### config.mk
export PLATFORM = sky130hd
export DESIGN_NAME = alu_seq_param
export DESIGN_NICKNAME = d
export VERILOG_FILES = /design/src/rtl/alu_seq_param.sv
export SDC_FILE = /design/constraint.sdc
export NUM_CORES = 1
export LEC_CHECK = 0
export CAP_MARGIN = 0
export CELL_PAD_IN_SITES_DETAIL_PLACEMENT = 1
export CELL_PAD_IN_SITES_GLOBAL_PLACEMENT = 1
export CORE_ASPECT_RATIO = 0.7
export CORE_UTILIZATION = 48
export CTS_BUF_LIST = sky130_fd_sc_hd__clkbuf_8
export CTS_CLUSTER_SIZE = 12
export DETAILED_ROUTE_END_ITERATION = 10
export PLACE_DENSITY = 0.89
export SLEW_MARGIN = 20
export SYNTH_ARGS = -nofsm -noshare
export SYNTH_HDL_FRONTEND = slang
export SYNTH_SLANG_ARGS = --single-unit
### constraint.sdc
create_clock -name clk -period 5.26 [get_ports clk]
set_input_delay 0.526 -clock clk [delete_from_list [all_inputs] [get_ports clk]]
set_output_delay 0.526 -clock clk [all_outputs]
set_load 0.01 [all_outputs]
### src/rtl/alu_seq_param.sv
// Registered, WIDTH-generic ALU with valid/ready handshakes on both sides.
// Single-cycle ops go straight to DONE. MUL runs a shift-add loop, one bit per cycle.
// Only one operation is in flight at a time.
module alu_seq_param #(
    parameter int WIDTH = 8,
    parameter int SHW   = $clog2(WIDTH)
) (
    input  logic             clk,
    input  logic             rst,
    input  logic             in_valid,
    output logic             in_ready,
    input  logic [WIDTH-1:0] a,
    input  logic [WIDTH-1:0] b,
    input  logic [2:0]       s,
    input  logic             carryin,
    output logic             out_valid,
    input  logic             out_ready,
    output logic [WIDTH-1:0] y,
    output logic [WIDTH-1:0] y_hi,
    output logic             cout,
    output logic             zero,
    output logic             ovf
);

    localparam int CNTW = $clog2(WIDTH);

    localparam logic [2:0] OP_ADD = 3'b000;
    localparam logic [2:0] OP_SUB = 3'b001;
    localparam logic [2:0] OP_AND = 3'b010;
    localparam logic [2:0] OP_OR  = 3'b011;
    localparam logic [2:0] OP_XOR = 3'b100;
    localparam logic [2:0] OP_NOT = 3'b101;
    localparam logic [2:0] OP_SHL = 3'b110;
    localparam logic [2:0] OP_MUL = 3'b111;

    typedef enum logic [1:0] {S_IDLE, S_BUSY, S_DONE} state_t;

    state_t           r_state;
    logic [CNTW-1:0]  r_cnt;
    logic [WIDTH-1:0] r_mcand;
    logic [WIDTH-1:0] r_p_hi;
    logic [WIDTH-1:0] r_p_lo;
    logic             r_out_valid;
    logic [WIDTH-1:0] r_y;
    logic [WIDTH-1:0] r_y_hi;
    logic             r_cout;
    logic             r_zero;
    logic             r_ovf;

    logic             w_accept;
    logic [WIDTH:0]   w_add;
    logic [WIDTH:0]   w_sub;
    logic [WIDTH:0]   w_shl;
    logic [WIDTH-1:0] w_res;
    logic             w_cout;
    logic             w_ovf;
    logic [WIDTH:0]   w_mul_sum;
    logic [WIDTH-1:0] w_p_hi_nxt;
    logic [WIDTH-1:0] w_p_lo_nxt;

    // Ready in IDLE, or in DONE when the consumer takes the result this cycle;
    // forced low while reset is held.
    assign in_ready = ~rst & ((r_state == S_IDLE) | ((r_state == S_DONE) & out_ready));
    assign w_accept = in_valid & in_ready;

    assign w_add = {1'b0, a} + {1'b0, b} + {{WIDTH{1'b0}}, carryin};
    assign w_sub = {1'b0, a} + {1'b0, ~b} + {{WIDTH{1'b0}}, 1'b1};
    // Extra top bit catches the last bit shifted out; it stays 0 for a zero shift.
    assign w_shl = {1'b0, a} << b[SHW-1:0];

    // Single-cycle datapath: result, carry and signed overflow for the incoming op
    always_comb begin
        w_res  = '0;
        w_cout = 1'b0;
        w_ovf  = 1'b0;
        case (s)
            OP_ADD: begin
                w_res  = w_add[WIDTH-1:0];
                w_cout = w_add[WIDTH];
                w_ovf  = (a[WIDTH-1] == b[WIDTH-1]) & (w_add[WIDTH-1] != a[WIDTH-1]);
            end
            OP_SUB: begin
                w_res  = w_sub[WIDTH-1:0];
                w_cout = w_sub[WIDTH];
                w_ovf  = (a[WIDTH-1] != b[WIDTH-1]) & (w_sub[WIDTH-1] != a[WIDTH-1]);
            end
            OP_AND: w_res = a & b;
            OP_OR:  w_res = a | b;
            OP_XOR: w_res = a ^ b;
            OP_NOT: w_res = ~a;
            OP_SHL: begin
                w_res  = w_shl[WIDTH-1:0];
                w_cout = w_shl[WIDTH];
            end
            default: ;
        endcase
    end

    // One shift-add step: conditionally add the multiplicand into the high half,
    // then shift the whole {carry, hi, lo} product right by one.
    assign w_mul_sum  = {1'b0, r_p_hi} + (r_p_lo[0] ? {1'b0, r_mcand} : {(WIDTH+1){1'b0}});
    assign w_p_hi_nxt = w_mul_sum[WIDTH:1];
    assign w_p_lo_nxt = {w_mul_sum[0], r_p_lo[WIDTH-1:1]};

    // Control FSM plus the result and multiplier registers
    always_ff @(posedge clk or posedge rst) begin
        if (rst) begin
            r_state     <= S_IDLE;
            r_cnt       <= '0;
            r_mcand     <= '0;
            r_p_hi      <= '0;
            r_p_lo      <= '0;
            r_out_valid <= 1'b0;
            r_y         <= '0;
            r_y_hi      <= '0;
            r_cout      <= 1'b0;
            r_zero      <= 1'b0;
            r_ovf       <= 1'b0;
        end else if (w_accept) begin
            // Accept from IDLE or back-to-back from DONE
            if (s == OP_MUL) begin
                r_state     <= S_BUSY;
                r_cnt       <= '0;
                r_mcand     <= a;
                r_p_hi      <= '0;
                r_p_lo      <= b;
                r_out_valid <= 1'b0;
            end else begin
                r_state     <= S_DONE;
                r_out_valid <= 1'b1;
                r_y         <= w_res;
                r_y_hi      <= '0;
                r_cout      <= w_cout;
                r_zero      <= (w_res == '0);
                r_ovf       <= w_ovf;
            end
        end else if (r_state == S_BUSY) begin
            r_p_hi <= w_p_hi_nxt;
            r_p_lo <= w_p_lo_nxt;
            r_cnt  <= r_cnt + 1'b1;
            if (r_cnt == CNTW'(WIDTH - 1)) begin
                r_state     <= S_DONE;
                r_out_valid <= 1'b1;
                r_y         <= w_p_lo_nxt;
                r_y_hi      <= w_p_hi_nxt;
                r_cout      <= 1'b0;
                r_zero      <= ({w_p_hi_nxt, w_p_lo_nxt} == '0);
                r_ovf       <= 1'b0;
            end
        end else if ((r_state == S_DONE) && out_ready) begin
            // Result taken, nothing new offered
            r_state     <= S_IDLE;
            r_out_valid <= 1'b0;
        end
    end

    assign out_valid = r_out_valid;
    assign y         = r_y;
    assign y_hi      = r_y_hi;
    assign cout      = r_cout;
    assign zero      = r_zero;
    assign ovf       = r_ovf;

endmodule

# Word-level counts from Yosys, hierarchy flattened

Cells that the tools add are included.

Register bits after elaboration: 49
Output and inout port bits: 21
Word-level logic and storage cells: 100

Add/sub/neg operators: 6
Eq/ne operators: 17
Shift operators: 1
Mux-type cells: 41
Bitwise gates (word level): 12
Reduce and logical (&&, ||, !) cells: 12

Operator list:

| cell                | number |
|---|---|
| $mux 8              | 15 |
| $pmux 8 s7          | 1 |
| $add 8x8->9         | 3 |
| $logic_not 16->1    | 1 |
| $not 8->8           | 2 |
| $eq 3x3->1 const B  | 5 |
| $mux 1              | 15 |
| $mux 2              | 5 |
| $add 9x1->9         | 1 |
| $add 9x1->9 const B | 1 |
| $mux 3              | 3 |
| $shl 8x3->9         | 1 |
| $and 8x8->8         | 1 |
| $logic_not 8->1     | 1 |
| $or 8x8->8          | 1 |
| $xor 8x8->8         | 1 |
| $eq 3x2->1 const B  | 2 |
| $reduce_and 2->1    | 3 |
| $and 1x1->1         | 5 |
| $reduce_bool 2->1   | 2 |
| $add 3x1->3 const B | 1 |
| $eq 3x1->1 const B  | 1 |
| $logic_not 3->1     | 1 |
| $ne 1x1->1          | 3 |
| 14 further kinds    | 14 |

# Longest topological paths before layout

Depth in word-level cells: 8
Mapped depth: 12
Mapped depth without buffers: 12

# Least setup slack after synthesis

Ideal clock, no wire load.

Path type: input-to-reg
From: in b[2]
To: reg r_zero (netlist: zero)
Data arrival time: 2.584 ns
Data required time: 5.130 ns
Path slack: 2.547 ns
Cell stages on the path: 12
Path buffers: 2
Path through: clkbuf_1 inv_1 ha_1 buf_2 xor2_1 mux4_1 o22ai_1 a21oi_1 and3_1 and3_1 nand4_1 a31oi_1

Cells in the longest elaborated chain, start to end: 7

Ends and longest elaborated chain:

| element                | RTL line | source |
|---|---|---|
| start: declaration     | 13       | `input logic [WIDTH-1:0] b,` |
| $not 8->8              | 67       | `assign w_sub = {1'b0, a} + {1'b0, ~b} + {{WIDTH{1'b0}}, 1'b1};` |
| $add 8x8->9            | 67       |  |
| $add 9x1->9            | 67       |  |
| $pmux 8 s7 (*)         | 76       | `case (s)` |
| $logic_not 8->1 (*)    | 134      | `r_zero <= (w_res == '0);` |
| $mux 1 (*)             | 121      | `if (s == OP_MUL) begin` |
| $mux 1 (*)             | 119      | `end else if (w_accept) begin` |
| end signal: assignment | 134      |  |
| end signal: assignment | 147      | `r_zero <= ({w_p_hi_nxt, w_p_lo_nxt} == '0);` |
| end: declaration       | 47       | `logic r_zero;` |

Mark *: on every way between the ends. The rest lies on a longest branch, timed or not. The select of a mux whose other input is x is not followed.
A chain may end at the register's enable or synchronous reset.

# Final worst setup path

From: in b[1]
To: reg r_zero (netlist: zero)

The elaborated chain is that of the path after synthesis.

==> flow_summary.toml <==
[power_and_ir_drop]
power_per_cell_area_nw_per_um2 = 373
p_leak_nw = 2.01
peakVddDrop_mv = 0.236

[clock_tree]
cts.repair.resized = 0
clock_latency_ns = 0.32
cts.reportedPaths.clkPinSlew_ns = 0.10
cts_tree = "done"
post-cts-setup-buffers = 0
cts_made_buffers = 5
ctsRootBufferMaster = "clkbuf_8"
htree_levels = 2
cts_sinks = 48
postCtsHoldBufs = 0
cts_buffer_depth = 2

[floorplan]
dieArea_um2 = 8450
die_y_um = 77.2
initial_core_util = 0.495
die_x_um = 109
rows = 27
ioPinCount = 45
core_area_um2 = 7840

[detailed_routing]
first_pass_iters = 7
num_vias = 3624
drc = 0
ant_nets = 0
drtIter0Drc = 326
wire_per_inst_um = 21.3
routed_wl_mm = 12.3
viasPerCell = 6.26

[sta]
fin_skew_ns = 0.0103
fmax_ghz = 0.287
final_hold_viol_count = 0
setup_tns_ns = 0
setup_violations = 0
slew_headroom = 0.434
rsz0062_at_grt = "false"
min_period_ns = 3.49
slew_violations = 0
holdWs_ns = 0.489
worst_pin_slew_ns = 0.849
finalCritPeriodShare = 0.663

[logic_synthesis]
ys.flop_type = "dfrtp_1"
synth.area.mux_share = 0.0803
synth_cell_types = 60
synth_top_family_by_area = "compound AO/OA/AOI/OAI gates"
synthCells = 445
ys_seq_area_frac = 0.310
async_reset_ff_frac = 1.00
synth_compound_area_frac = 0.223
synth_edf_count = 0
ys.warnings.count = 0
synth-seq-cells = 48
synth_simple_gate_area_frac = 0.161
synth_nets = 508
synth_xor_area_frac = 0.0361
synth_area_um2 = 3880
synth.avg_cell_area_um2 = 8.71
synth_fa_ha_area_frac = 0.134

[critical_path]
slowest_stage = "clkdlybuf4s50_1"
crit_chain = "clkdlybuf4s50_1 -> inv_1 -> ha_1 -> a211oi_1 -> nor3_1 -> o21ai_2 -> mux2i_1 -> xor2_1 -> a211oi_2 -> nand4_1 -> a31oi_1"
reg2reg_depth = 6
arrival_ns = 3.74
slowest_delay_ns = 0.86
worst-path-buf-inv = 2
critical-path-top-delay-family = "buffers and inverters"
worst_ep_required_time_ns = 5.51
path_max_fanout = 18
end_kind = "flop"
startpoint_type = "input pin"
cp.depth = 11
criticalPathCategory = "in -> reg"

[global_routing]
antenna_found_initial = 0
grt_usage = 0.308
grt_pass1_wl_mm = 19.7
overflow = 0
grt_pass1_vias = 3653
grt_max_degree = 49

[placed_design]
numPortBuffers = 44
gp_congestion = 0.890
post-dp-hpwl_mm = 9.43

[cells_and_area]
final_cell_mix = "dfrtp_1, nand2_1, clkdlybuf4s50_1, o21ai_0, ha_1"
layout-drive-gt1-share = 0.0669
diodes = 0
nets = 540
synthToLayoutAreaGrowth_pct = 15.4
final_common_cell = "dfrtp_1"

[hold_path]
holdCritPathClass = "reg -> reg"
hold_path_depth = 2

[outcome]
status = "finished, final reports clean"

[flow_run]
cap_violations = 0
[tightest hold or removal path: stages (launching register included)]
cell and delay, ns:
dfrtp_1 0.36, nand2_1 0.05, o31ai_1 0.05
[cell usage after synthesis, drive strengths merged, types with 5 or more instances]
cell	n	area, um^2
a211oi	5	42.5
a21o	5	37.5
a21oi	22	110
a22o	5	43.8
a22oi	8	60.1
and2	8	50.1
and3	5	31.3
buf	13	66.3
clkbuf	9	36.3
dfrtp	48	1200
ha	35	438
inv	30	113
mux2	12	135
mux2i	15	150
nand2	46	175
nand2b	7	43.8
nand3	6	30.0
nor2	25	98.8
nor2b	8	50.1
nor3	11	60.1
o21ai	45	229
o22ai	12	75.1
o31ai	7	52.6
xnor2	10	87.6
xor2	6	52.6
[state kept, by name, summed over array words and instances (netlist names)]
signal / count
r_p_lo: 8
y_hi: 8
zero: 1
cout: 1
r_state: 2
ovf: 1
y: 8
r_cnt: 3
r_p_hi: 8
r_mcand: 8
[routing by layer]
metal,share of wire,track usage
met3,0.076,0.0629
met1,0.47,0.465
met2,0.44,0.448
met4,0.0091,0.0693
met5,0,0
[kinds of logic after synthesis]
| logic type | Yosys count |
|---|---|
| flops | 48 |
| compound gates | 133 |
| xor+xnor | 16 |
| fa+ha+maj | 39 |
| buf+inv | 53 |
| mux | 28 |
| simple gates | 128 |
[metrics by stage]
stage	power (mW)	setup slack, ns	cell area [um^2]	util	cells
finish	1.67	1.77	4480	0.571	579
global route	1.78	1.47	4480	0.571	579
CTS	1.66	1.81	4470	0.571	579
detailed placement	1.39	1.45	4360	0.557	571
global placement	1.33	1.63	4360	0.557	571
floorplan	1.07	2.55	3880	-	445
[final timing paths]
path | start | end | slack, ns
min in group asynchronous | rst | r_p_lo[4] | 0.71
setup / recovery | b[1] | zero | 1.77
max in group asynchronous | rst | r_mcand[4] | 4.04
setup reg to reg | r_state[1] | y[1] | 2.48
hold reg to reg | y_hi[0] | y_hi[0] | 0.49
hold / removal | y_hi[0] | y_hi[0] | 0.49
[area by class of cell]
class,instances,area [um^2]
fill,927,3360
multi-input combinational,344,2460
sequential,48,1200
timing repair buffer,47,463
tap,101,126
inverter,31,118
clock buffer,5,68.8
clock inverter,3,38.8
[where the power goes]
part / internal [mW] / leakage, nW / switching (mW)
Sequential: 0.508 / 0.628 / 0.121
Combinational: 0.337 / 1.32 / 0.431
Clock: 0.139 / 0.0593 / 0.135
Total: 0.985 / 2.01 / 0.687
No activity file was read; power rests on OpenSTA's default activity.
